[config.mk]
export PLATFORM = sky130hd
export DESIGN_NAME = sub_serial
export DESIGN_NICKNAME = d
export VERILOG_FILES = /design/src/rtl/sub_serial_pkg.sv /design/src/rtl/sub_serial_fs_bit.sv /design/src/rtl/sub_serial.sv
export SDC_FILE = /design/constraint.sdc
export NUM_CORES = 1
export LEC_CHECK = 0
export ABC_AREA = 1
export CORE_ASPECT_RATIO = 0.75
export CORE_MARGIN = 3
export CORE_UTILIZATION = 47
export CTS_BUF_LIST = sky130_fd_sc_hd__clkbuf_4
export CTS_CLUSTER_SIZE = 40
export DETAILED_ROUTE_END_ITERATION = 8
export HOLD_SLACK_MARGIN = 0.02
export PLACE_DENSITY = 0.8
export RECOVER_POWER = 100
export SETUP_SLACK_MARGIN = 0.02
export SYNTH_ARGS = -nofsm -noshare
export SYNTH_HDL_FRONTEND = slang
export SYNTH_HIERARCHICAL = 1
export SYNTH_SLANG_ARGS = --single-unit
[constraint.sdc]
create_clock -name clk -period 1.3 [get_ports clk]
set_clock_uncertainty 0.2 [all_clocks]
set_input_delay 0.26 -clock clk [delete_from_list [all_inputs] [get_ports clk]]
set_output_delay 0.26 -clock clk [all_outputs]
set_load 0.01 [all_outputs]
[src/rtl/sub_serial_pkg.sv]
// Shared definitions for the bit-serial subtractor: FSM state encoding and
// the sizing helper for the bit counter.
package sub_serial_pkg;

  typedef enum logic [1:0] {
    ST_IDLE = 2'd0,
    ST_RUN  = 2'd1,
    ST_DONE = 2'd2
  } state_e;

  // Bit counter width: clog2(width), but never narrower than one bit.
  function automatic int cnt_width(input int width);
    return (width > 2) ? $clog2(width) : 1;
  endfunction

endpackage

[src/rtl/sub_serial_fs_bit.sv]
// Combinational full-subtractor cell: d = a - b - bi for single bits,
// with the borrow propagated to the next bit position.
module fs_bit (
  input  logic a,
  input  logic b,
  input  logic bi,
  output logic d,
  output logic bo
);

  assign d  = a ^ b ^ bi;
  assign bo = (~a & b) | (~(a ^ b) & bi);

endmodule

[src/rtl/sub_serial.sv]
// Bit-serial WIDTH-bit subtractor, LSB first, one bit per clock. A single
// fs_bit cell is reused every cycle; the borrow lives in a flip-flop.
module sub_serial
  import sub_serial_pkg::*;
#(
  parameter int WIDTH = 4
) (
  input  logic             clk,
  input  logic             rst_n,
  input  logic             start,
  input  logic [WIDTH-1:0] a,
  input  logic [WIDTH-1:0] b,
  input  logic             bi,
  output logic [WIDTH-1:0] d,
  output logic             bo,
  output logic             busy,
  output logic             done
);

  localparam int              CNT_W    = cnt_width(WIDTH);
  localparam logic [CNT_W-1:0] CNT_ONE  = CNT_W'(1);
  localparam logic [CNT_W-1:0] LAST_BIT = CNT_W'(WIDTH - 1);

  state_e           state_q, state_d;
  logic [WIDTH-1:0] a_q, a_d;
  logic [WIDTH-1:0] b_q, b_d;
  logic [WIDTH-1:0] res_q, res_d;
  logic [WIDTH-1:0] d_q, d_d;
  logic             br_q, br_d;
  logic             bo_q, bo_d;
  logic [CNT_W-1:0] cnt_q, cnt_d;
  logic             cell_d, cell_bo;

  fs_bit u_fs_bit (
    .a  (a_q[0]),
    .b  (b_q[0]),
    .bi (br_q),
    .d  (cell_d),
    .bo (cell_bo)
  );

  always_comb begin
    // NOTE: every signal gets a hold value before the case so that no path
    // leaves it unassigned; otherwise synthesis infers a latch.
    state_d = state_q;
    a_d     = a_q;
    b_d     = b_q;
    res_d   = res_q;
    d_d     = d_q;
    br_d    = br_q;
    bo_d    = bo_q;
    cnt_d   = cnt_q;

    case (state_q)
      ST_IDLE, ST_DONE: begin
        if (start) begin
          a_d     = a;
          b_d     = b;
          br_d    = bi;
          res_d   = '0;
          cnt_d   = '0;
          state_d = ST_RUN;
        end else begin
          state_d = ST_IDLE;
        end
      end

      ST_RUN: begin
        a_d   = a_q >> 1;
        b_d   = b_q >> 1;
        br_d  = cell_bo;
        res_d = {cell_d, res_q[WIDTH-1:1]};
        cnt_d = cnt_q + CNT_ONE;
        // Outputs are loaded only here so they never expose a partial result.
        if (cnt_q == LAST_BIT) begin
          d_d     = {cell_d, res_q[WIDTH-1:1]};
          bo_d    = cell_bo;
          cnt_d   = '0;
          state_d = ST_DONE;
        end
      end

      default: state_d = ST_IDLE;
    endcase
  end

  // NOTE: sequential state uses non-blocking assignments so every register
  // samples the pre-edge values, independent of statement order.
  always_ff @(posedge clk or negedge rst_n) begin
    if (!rst_n) begin
      state_q <= ST_IDLE;
      a_q     <= '0;
      b_q     <= '0;
      res_q   <= '0;
      d_q     <= '0;
      br_q    <= 1'b0;
      bo_q    <= 1'b0;
      cnt_q   <= '0;
    end else begin
      state_q <= state_d;
      a_q     <= a_d;
      b_q     <= b_d;
      res_q   <= res_d;
      d_q     <= d_d;
      br_q    <= br_d;
      bo_q    <= bo_d;
      cnt_q   <= cnt_d;
    end
  end

  assign d    = d_q;
  assign bo   = bo_q;
  assign busy = (state_q == ST_RUN);
  assign done = (state_q == ST_DONE);

endmodule
; ---- Word-level counts from Yosys, hierarchy flattened
; Cells that the tools add are included.
[word_totals]
regBits = 22
input_bits = 12
[classes]
addsub = 1
eq_ne = 5
muxes = 14
n_bitwise = 7
reduce_logical = 5
[op_table]
columns = cell, n
row1 = 4-bit one-hot mux with 2 select lines, 3
row2 = 4-bit 2-to-1 mux, 3
row3 = 2-bit one-hot mux with 2 select lines, 2
row4 = 2-bit 2-to-1 mux, 3
row5 = 2-bit == test (second input constant), 2
row6 = 2-bit AND reduction, 2
row7 = 2-bit by 1-bit adder with 2-bit output (second input constant), 1
row8 = 1-bit bitwise AND, 2
row9 = 2-bit by 1-bit == test with 1-bit output (second input constant), 1
row10 = 2-bit zero test, 1
row11 = 1-bit 2-to-1 mux, 2
row12 = 2-bit by 1-bit != test with 1-bit output (second input constant), 1
row13 = 2-bit != test (second input constant), 1
row14 = 1-bit NOT, 2
row15 = 1-bit one-hot mux with 2 select lines, 1
row16 = 2-bit nonzero test, 1
row17 = 2-bit OR reduction, 1
row18 = 1-bit XOR, 2
row19 = 1-bit bitwise OR, 1

; ---- Logic depth before layout (Yosys ltp)
; Gate-level depths: netlist of run 1.
[logic_depth]
depth_word = 5
depth_mapped = 7
ltp_nobuf = 7

; ---- Cells and area by module
; Netlist of run 1, hierarchy kept.
[by_module_without_submodules]
columns = mod, n_inst, cells_each, area_per_inst_um2
row1 = sub_serial, 1, 116, 974.7
row2 = fs_bit, 1, 4, 31.3

; ---- Worst setup path before layout of run 1
; Ideal clock, no wire load.
[synth_timing]
path_type = register to register
start = register a_q[0]
end = register br_q
setup_ns = 0.065
arrival_time_ns = 1.053
required_time_ns = 1.035
path_slack_ns = -0.018
stages_incl_launch_ff = 7
n_path_buf = 0
synth_period_minus_slack_ns = 1.318
path_cell_list = dfrtp_1 fa_1 inv_1 inv_1 nand3_1 nand3_1 nand2_1
[synth_between]
elab_chain_cells = 5
word_cells_on_any_way = 7
[synth_lines]
columns = element, line
row1 = "start, declared", sub_serial.sv:25  ; logic [WIDTH-1:0] a_q, a_d;
row2 = "start signal, assigned", sub_serial.sv:92  ; a_q <= '0;
row3 = "start signal, assigned", sub_serial.sv:101  ; a_q <= a_d;
row4 = 1-bit XOR, sub_serial_fs_bit.sv:12  ; assign bo = (~a & b) | (~(a ^ b) & bi);
row5 = 1-bit NOT, sub_serial_fs_bit.sv:12
row6 = 1-bit bitwise AND, sub_serial_fs_bit.sv:12
row7 = 1-bit bitwise OR *, sub_serial_fs_bit.sv:12
row8 = via cell_bo, sub_serial.sv:32  ; logic cell_d, cell_bo;
row9 = 1-bit one-hot mux with 2 select lines *, sub_serial.sv:54  ; case (state_q)
row10 = "end signal, assigned", sub_serial.sv:105  ; br_q <= br_d;
row11 = "end, declared", sub_serial.sv:29  ; logic br_q, br_d;
; Mark *: on every way through the listed nets, which the timed path passes. The rest lies on a longest branch.
; A chain may end at the register's enable or synchronous reset.

; ---- Final worst setup path of run 1
[layout_timing]
start = register state_q[0]
end = output done
[layout_between]
elab_chain_cells = 1
[layout_lines]
columns = element, line
row1 = "start, declared", sub_serial.sv:24  ; state_e state_q, state_d;
row2 = "start signal, assigned", sub_serial.sv:100  ; state_q <= state_d;
row3 = 2-bit == test, sub_serial.sv:114  ; assign done = (state_q == ST_DONE);
row4 = "end, declared", sub_serial.sv:17  ; output logic done
; Every way passes these cells.

==> impl_metrics.prom, run 1 <==
# TYPE chip_impl_metric gauge
chip_impl_metric{name="initial_utilization",unit="%"} 53.78
chip_impl_metric{name="first_pass_iters",unit=""} 4
chip_impl_metric{name="timing_worst_slew_pin_value",unit="ps"} 516.9
chip_impl_metric{name="routed_wl",unit="um"} 2654
chip_impl_metric{name="design.core.area",unit="sq um"} 1871
chip_impl_metric{name="final_non_filler_cell_total",unit=""} 183
chip_impl_info{name="critical-path-top-cell-by-count",value="sky130_fd_sc_hd__buf_6"} 1
chip_impl_metric{name="slew-limit-headroom",unit="%"} 65.54
chip_impl_metric{name="total_power",unit="mW"} 4.048
chip_impl_metric{name="antennaDiodeCount",unit=""} 0
chip_impl_metric{name="maxCapViolCount",unit=""} 0
chip_impl_metric{name="number_of_antenna_violations_at_the_first_check_in_global_routing",unit=""} 0
chip_impl_info{name="ys.flop_type",value="sky130_fd_sc_hd__dfrtp_1"} 1
chip_impl_metric{name="wl_per_cell",unit="um"} 14.50
chip_impl_metric{name="drt_first_iter_violations",unit=""} 30
chip_impl_metric{name="min_period",unit="ps"} 1539
chip_impl_metric{name="synth.avg_cell_area",unit="sq um"} 8.383
chip_impl_metric{name="place_inst",unit=""} 172
chip_impl_info{name="criticalPathCategory",value="reg -> out"} 1
chip_impl_metric{name="synth_top_cell_area_share",unit="%"} 52.24
chip_impl_metric{name="globalRouteTotalUtil",unit="%"} 21.61
chip_impl_metric{name="top_level_ports",unit=""} 19
chip_impl_info{name="worstPathCellList",value="buf_6 -> nor2_4 -> buf_6"} 1
chip_impl_metric{name="slew_violations",unit=""} 0
chip_impl_info{name="timing.critical_path.max_delay_family",value="flip-flops"} 1
chip_impl_metric{name="postSynthNetCount",unit=""} 134
chip_impl_metric{name="synth.yosys.seq_area_share",unit="%"} 52.24
chip_impl_metric{name="synth.ff_latch_count",unit=""} 21
chip_impl_info{name="grt_setup_unrepaired",value="yes"} 1
chip_impl_metric{name="die_width",unit="um"} 59.42
chip_impl_info{name="timing.hold.worst.class",value="in -> async"} 1
chip_impl_metric{name="yosysWarnings",unit=""} 6
chip_impl_metric{name="fin_ws",unit="ps"} -238.7
chip_impl_info{name="synth_top_cells_by_count",value="sky130_fd_sc_hd__nand2_1, sky130_fd_sc_hd__dfrtp_1, sky130_fd_sc_hd__inv_1"} 1
chip_impl_metric{name="setup_violations",unit=""} 26
chip_impl_info{name="outcome",value="finished with violations"} 1
chip_impl_metric{name="power_per_cell_area",unit="nW/um^2"} 2689
chip_impl_metric{name="fp-row-count",unit=""} 13
chip_impl_info{name="reg2reg_from",value="state_q[0]"} 1
chip_impl_metric{name="cp_data_required_time",unit="ps"} 840
chip_impl_metric{name="ir_worst_vdd",unit="mV"} 2.034
chip_impl_metric{name="hold_viol",unit=""} 0
chip_impl_info{name="cpMaxStageDelayCell",value="sky130_fd_sc_hd__dfrtp_1"} 1
chip_impl_info{name="critical_path.startpoint_type",value="flop"} 1
chip_impl_info{name="capturing_point_of_the_worst_reg2reg_path",value="b_q[0]"} 1
chip_impl_info{name="ctsRootBufferMaster",value="sky130_fd_sc_hd__clkbuf_4"} 1
chip_impl_metric{name="synth.cell_area",unit="sq um"} 1006
chip_impl_metric{name="grt_overflow",unit=""} 0
chip_impl_metric{name="synth_edf_count",unit=""} 0
chip_impl_info{name="violations",value="negative setup slack"} 1
chip_impl_metric{name="die_height",unit="um"} 46.07
chip_impl_metric{name="avgViaCountPerCell",unit=""} 5.082
chip_impl_metric{name="via_count_of_the_first_global_routing_pass",unit=""} 885
chip_impl_metric{name="numPortBuffers",unit=""} 18
chip_impl_info{name="post-synth-top-count-cell",value="sky130_fd_sc_hd__nand2_1"} 1
chip_impl_metric{name="area_growth_syn_to_layout",unit="%"} 49.63
chip_impl_info{name="cts_tree",value="built"} 1
chip_impl_metric{name="path_clk_slew",unit="ps"} 130
chip_impl_metric{name="gp_routability_congestion",unit=""} 0.7618
chip_impl_metric{name="post-route-drc-count",unit=""} 0
chip_impl_metric{name="reg2reg_setup_slack",unit="ps"} -230
chip_impl_metric{name="wire_length_of_the_first_global_routing_pass",unit="um"} 4140
chip_impl_metric{name="finalCritPeriodShare",unit="%"} 118.4
chip_impl_metric{name="standby_leakage_power",unit="nW"} 0.7990
chip_impl_metric{name="layout.nets",unit=""} 176
chip_impl_metric{name="cts_num_sinks",unit=""} 21
chip_impl_metric{name="clock_latency",unit="ps"} 320
chip_impl_metric{name="clock_tree.htree_level_count",unit=""} 1
chip_impl_info{name="timing.critical_path.to_type",value="primary output"} 1
chip_impl_metric{name="layout.cell_area.non_filler",unit="sq um"} 1505
chip_impl_metric{name="antenna_left",unit=""} 0
chip_impl_metric{name="grt_max_degree",unit=""} 22
chip_impl_metric{name="tritoncts.num_buffers",unit=""} 3
chip_impl_metric{name="drive_above_1_share",unit="%"} 41.61
chip_impl_metric{name="worstPathBufferInverterCount",unit=""} 2
chip_impl_metric{name="critical_path_arrival",unit="ps"} 1080
chip_impl_info{name="synth_largest_area_cell",value="sky130_fd_sc_hd__dfrtp_1"} 1
chip_impl_metric{name="fin_hold_ws",unit="ps"} 221.4
chip_impl_metric{name="dieArea",unit="sq um"} 2737
chip_impl_info{name="critPathLaunch",value="state_q[0]"} 1
chip_impl_info{name="area_contributors_post_synth",value="sky130_fd_sc_hd__dfrtp_1, sky130_fd_sc_hd__nand2_1, sky130_fd_sc_hd__inv_1"} 1
chip_impl_metric{name="worst-path-max-fanout",unit=""} 2
chip_impl_metric{name="fmax",unit="MHz"} 649.9
chip_impl_metric{name="placed_cell_area",unit="sq um"} 1311
chip_impl_metric{name="rr_worst_depth",unit=""} 8
chip_impl_metric{name="synthesized_netlist_cell_count",unit=""} 120
chip_impl_metric{name="post-dp-hpwl",unit="um"} 1519
chip_impl_metric{name="post_synthesis_async_set_or_reset_flop_share",unit="%"} 100.0
chip_impl_metric{name="via_count",unit=""} 930
chip_impl_metric{name="cts-root-to-sink-buffers",unit=""} 2
chip_impl_metric{name="ys_types",unit=""} 15
chip_impl_metric{name="cts_hold_buffers",unit=""} 0
chip_impl_metric{name="peak_per_stage_delay_on_the_critical_path",unit="ps"} 440
chip_impl_metric{name="tns",unit="ps"} -3082
==> per-stage QoR <==
step                      setup WS (ps)  utilization, %
final                            -238.7           80.47
after global routing             -277.5           80.47
after CTS                        -218.2           77.66
after detailed placement         -256.2           70.10
after global placement           -245.1           70.10
after floorplan                  -17.27               -
==> per-layer routing <==
metal	wire length, um	global-route usage [%]	vias to the layer above
met5	0	0	-
met4	34	6.787	0
met3	182	6.723	4
met2	1311	34.20	34
met1	1126	28.45	445
li1	-	-	447
==> kinds of logic (layout without fill, tap and decap cells) <==
group                    Yosys count  after routing  share of synthesized area (%)
AND/OR/NAND/NOR                   60             60                          26.87
buffers and inverters             27             68                          11.57
AO/OA/AOI/OAI                     10             10                          6.095
flip-flops                        21             21                          52.24
adder cells (fa/ha/maj)            2              2                          3.234
==> power breakdown <==
group	total (mW)	switching (mW)	internal (mW)	leakage, nW
registers	1.15	0.185	0.964	0.263
logic	2.57	1.38	1.19	0.518
clock network	0.325	0.210	0.115	0.0177
==> area by class of cell <==
| type | instances | area [sq um] |
|---|---|---|
| clock buffer | 3 | 22.52 |
| timing repair buffer | 39 | 346.6 |
| multi-input combinational | 72 | 479.2 |
| clock inverter | 1 | 5.005 |
| tap | 22 | 27.53 |
| inverter | 25 | 98.84 |
| sequential | 21 | 525.5 |
| fill | 104 | 365.4 |
==> layout by cell type, fill, tap and decap left out, types with 2 or more instances in the layout <==
master	instances
sky130_fd_sc_hd__buf_6	9
sky130_fd_sc_hd__nand2_2	5
sky130_fd_sc_hd__clkbuf_2	2
sky130_fd_sc_hd__nand3_1	7
sky130_fd_sc_hd__buf_4	12
sky130_fd_sc_hd__dfrtp_1	21
sky130_fd_sc_hd__nand2_1	35
sky130_fd_sc_hd__nand3_2	6
sky130_fd_sc_hd__inv_1	17
sky130_fd_sc_hd__o21ai_2	8
sky130_fd_sc_hd__buf_2	4
sky130_fd_sc_hd__inv_2	7
sky130_fd_sc_hd__nand2_8	3
sky130_fd_sc_hd__clkdlybuf4s50_1	10
sky130_fd_sc_hd__o21ai_1	2
sky130_fd_sc_hd__clkbuf_4	3
sky130_fd_sc_hd__nor2_4	2
==> sequential cells by signal (all words and copies together) (netlist names) <==
signal / count
a_q: 4
b_q: 4
d: 4
res_q: 3
cnt_q: 2
state_q: 2
bo: 1
br_q: 1
==> worst max path at each step <==
stage | endpoint | slack [ps] | cells after the start
2_1_floorplan | res_q[3] | -20 | 4
5_1_grt | done | -280 | 3
3_5_place_dp | busy | -260 | 3
4_1_cts | done | -220 | 3
6_report | done | -240 | 3
3_3_place_gp | done | -250 | 3
==> what timing repair did <==
action / in CTS / in global routing
gates resized for setup: 55 / 14
endpoints found under the setup margin: 25 / 27
buffers inserted: 4 / 3
pin swaps: 7 / 7
Note: power is estimated with default switching activity, not from simulation.
==> inputs of run 2 (changes only) <==
- CORE_UTILIZATION: 47 -> 45
- CTS_BUF_LIST: sky130_fd_sc_hd__clkbuf_4 -> unset
- PLACE_DENSITY: 0.8 -> 0.77
==> run 2 against run 1 <==
Net effect:
- the flow still finishes with violations (negative setup slack)
- sequential power hardly changed
- combinational power is 8.6% lower
- register-to-register slack better by 20 ps
- setup slack worse by 25 ps
- clock power is 3% lower
- design area is 3.0% lower
- critical endpoint unchanged
- largest cell class unchanged
- highest routed layer unchanged
==> impl_metrics.prom, run 2 (synthesized netlist as in run 1, its figures left out) <==
# TYPE chip_impl_metric gauge
chip_impl_metric{name="finalCritPeriodShare",unit="%"} 120.3
chip_impl_metric{name="wl_per_cell",unit="um"} 13.78
chip_impl_metric{name="min_period",unit="ps"} 1563
chip_impl_metric{name="area_growth_syn_to_layout",unit="%"} 45.15
chip_impl_metric{name="preCtsSetupSlack",unit="ps"} -234.6
chip_impl_metric{name="setup_violations",unit=""} 22
chip_impl_metric{name="cp_data_required_time",unit="ps"} 840
chip_impl_metric{name="avgViaCountPerCell",unit=""} 5.032
chip_impl_metric{name="drive_above_1_share",unit="%"} 33.54
chip_impl_info{name="ctsRootBufferMaster",value="sky130_fd_sc_hd__clkbuf_4"} 1
chip_impl_metric{name="post-dp-hpwl",unit="um"} 1557
chip_impl_metric{name="p_sw_share",unit="%"} 42.30
chip_impl_metric{name="antenna_left",unit=""} 0
chip_impl_metric{name="timing_worst_slew_pin_value",unit="ps"} 523.5
chip_impl_metric{name="slew_violations",unit=""} 0
chip_impl_metric{name="fin_hold_ws",unit="ps"} 246.3
chip_impl_metric{name="tns",unit="ps"} -2703
chip_impl_metric{name="post-route-drc-count",unit=""} 0
chip_impl_metric{name="fin_ws",unit="ps"} -263.3
chip_impl_metric{name="tritoncts.num_buffers",unit=""} 3
chip_impl_metric{name="antennaDiodeCount",unit=""} 0
chip_impl_metric{name="routed_wl",unit="um"} 2590
chip_impl_metric{name="grt_max_degree",unit=""} 22
chip_impl_metric{name="maxCapViolCount",unit=""} 0
chip_impl_metric{name="power_frac_clock",unit="%"} 8.3
chip_impl_metric{name="die_width",unit="um"} 60.60
chip_impl_info{name="timing.critical_path.max_delay_family",value="flip-flops"} 1
chip_impl_metric{name="fmax",unit="MHz"} 639.7
chip_impl_info{name="timing.hold.worst.class",value="in -> async"} 1
chip_impl_metric{name="clock_tree.htree_level_count",unit=""} 1
chip_impl_metric{name="design.core.area",unit="sq um"} 2067
chip_impl_info{name="criticalPathCategory",value="reg -> out"} 1
chip_impl_metric{name="slew-limit-headroom",unit="%"} 65.10
chip_impl_metric{name="fp-row-count",unit=""} 14
chip_impl_metric{name="clock_latency",unit="ps"} 300
chip_impl_metric{name="worst-path-max-fanout",unit=""} 2
chip_impl_info{name="timing.critical_path.to_type",value="primary output"} 1
chip_impl_info{name="final_common_cell",value="sky130_fd_sc_hd__nand2_1"} 1
chip_impl_metric{name="seqPwrFrac",unit="%"} 29.6
chip_impl_metric{name="die_height",unit="um"} 46.95
chip_impl_info{name="grt_setup_unrepaired",value="yes"} 1
chip_impl_info{name="critical_path.startpoint_type",value="flop"} 1
chip_impl_metric{name="grt_overflow",unit=""} 0
chip_impl_metric{name="via_count_of_the_first_global_routing_pass",unit=""} 872
chip_impl_metric{name="globalRouteTotalUtil",unit="%"} 19.61
chip_impl_info{name="worstPathCellList",value="buf_4 -> nor2_4 -> buf_6"} 1
chip_impl_metric{name="critical_path_arrival",unit="ps"} 1100
chip_impl_metric{name="standby_leakage_power",unit="nW"} 0.7947
chip_impl_metric{name="ir_worst_vdd",unit="mV"} 1.273
chip_impl_metric{name="switching_power",unit="mW"} 1.604
chip_impl_metric{name="rr_worst_depth",unit=""} 9
chip_impl_metric{name="initial_utilization",unit="%"} 48.67
chip_impl_metric{name="worstPathBufferInverterCount",unit=""} 2
chip_impl_info{name="cpMaxStageDelayCell",value="sky130_fd_sc_hd__dfrtp_1"} 1
chip_impl_metric{name="power_frac_comb",unit="%"} 62.1
chip_impl_metric{name="number_of_antenna_violations_at_the_first_check_in_global_routing",unit=""} 0
chip_impl_metric{name="drt_first_iter_violations",unit=""} 47
chip_impl_metric{name="numPortBuffers",unit=""} 18
chip_impl_metric{name="reg2reg_setup_slack",unit="ps"} -210
chip_impl_metric{name="cts-root-to-sink-buffers",unit=""} 2
chip_impl_info{name="reg2reg_from",value="state_q[0]"} 1
chip_impl_info{name="capturing_point_of_the_worst_reg2reg_path",value="a_q[0]"} 1
chip_impl_metric{name="top_level_ports",unit=""} 19
chip_impl_metric{name="path_clk_slew",unit="ps"} 110
chip_impl_metric{name="final_non_filler_cell_total",unit=""} 188
chip_impl_info{name="cts_tree",value="built"} 1
chip_impl_metric{name="peak_per_stage_delay_on_the_critical_path",unit="ps"} 400
chip_impl_metric{name="total_power",unit="mW"} 3.793
chip_impl_metric{name="place_inst",unit=""} 172
chip_impl_metric{name="wire_length_of_the_first_global_routing_pass",unit="um"} 3939
chip_impl_metric{name="first_pass_iters",unit=""} 5
chip_impl_metric{name="hold_viol",unit=""} 0
chip_impl_info{name="layout.cells.most_common_list",value="sky130_fd_sc_hd__nand2_1, sky130_fd_sc_hd__dfrtp_1, sky130_fd_sc_hd__inv_1"} 1
chip_impl_metric{name="dieArea",unit="sq um"} 2845
chip_impl_info{name="outcome",value="finished with violations"} 1
chip_impl_metric{name="cts_num_sinks",unit=""} 21
chip_impl_metric{name="power.internal",unit="mW"} 2.188
chip_impl_metric{name="power_per_cell_area",unit="nW/um^2"} 2597
chip_impl_metric{name="layout.nets",unit=""} 179
chip_impl_metric{name="via_count",unit=""} 946
chip_impl_info{name="violations",value="negative setup slack"} 1
chip_impl_metric{name="gp_routability_congestion",unit=""} 0.8252
[run 2: cell count changes in the layout (fill, tap and decap cells not counted), sizes merged]
cell,before,now
clkinv,1,0
inv,25,26
buf,26,29
[run 2: through the flow]
stage               utilization [%]  cell area, sq um
floorplan                         -              1008
detailed placement            62.83              1299
CTS                           68.28              1411
finish                        70.64              1460
global route                  70.64              1460
global placement              62.83              1299
[run 2: metal layers]
metal  global-route usage [%]  share of wire [%]  vias to the layer above
li1                         -                  -                      453
met1                    22.98                 38                      438
met2                    33.69                 51                       45
met3                    6.319                7.6                       10
met4                    8.225                3.1                        0
met5                        0                  0                        -
[run 2: layout make-up]
type                    count  area [sq um]
clock buffers               4         26.28
repair inverters            1         3.754
inverters                  25         103.9
multi-input cells          72         412.9
well taps                  24         30.03
flip-flops and latches     21         525.5
repair buffers             41         357.8
fillers                   159         606.8
[run 2: timing repair]
item / in CTS / in global routing
resized for setup: 49 / 6
endpoints found under the setup margin: 22 / 27
setup buffers: 5 / 6
pin swaps: 3 / 1
hold buffers: 0 / 0
cloned: 1 / 0
[run 2: how the worst max path moves through the flow]
stage                    start  endpoint  slack, ps  cells past startpoint
floorplan                 br_q  res_q[3]        -20                      4
global placement    state_q[1]      done       -230                      3
detailed placement  state_q[1]      done       -230                      3
CTS                 state_q[0]      done       -220                      3
global route        state_q[0]      done       -300                      3
finish              state_q[0]      done       -260                      3
[run 2: worst reg2reg max path, cell delays in order, from the launching register on]
cell,delay (ps)
sky130_fd_sc_hd__dfrtp_1,370
sky130_fd_sc_hd__buf_4,130
sky130_fd_sc_hd__inv_4,40
sky130_fd_sc_hd__buf_4,120
sky130_fd_sc_hd__buf_4,130
sky130_fd_sc_hd__nand2_4,80
sky130_fd_sc_hd__nand2_8,80
sky130_fd_sc_hd__buf_6,130
sky130_fd_sc_hd__nand3_1,80
sky130_fd_sc_hd__nand2_1,60
[run 2: power groups by stage]
| stage | Sequential, mW | Combinational [mW] | Clock [mW] |
|---|---|---|---|
| 2_1_floorplan | 1.15 | 1.11 | 0 |
| 3_3_place_gp | 1.13 | 1.74 | 0 |
| 3_5_place_dp | 1.14 | 1.79 | 0 |
| 4_1_cts | 1.12 | 2.11 | 0.326 |
| 5_1_grt | 1.15 | 2.57 | 0.356 |
| 6_report | 1.12 | 2.35 | 0.316 |
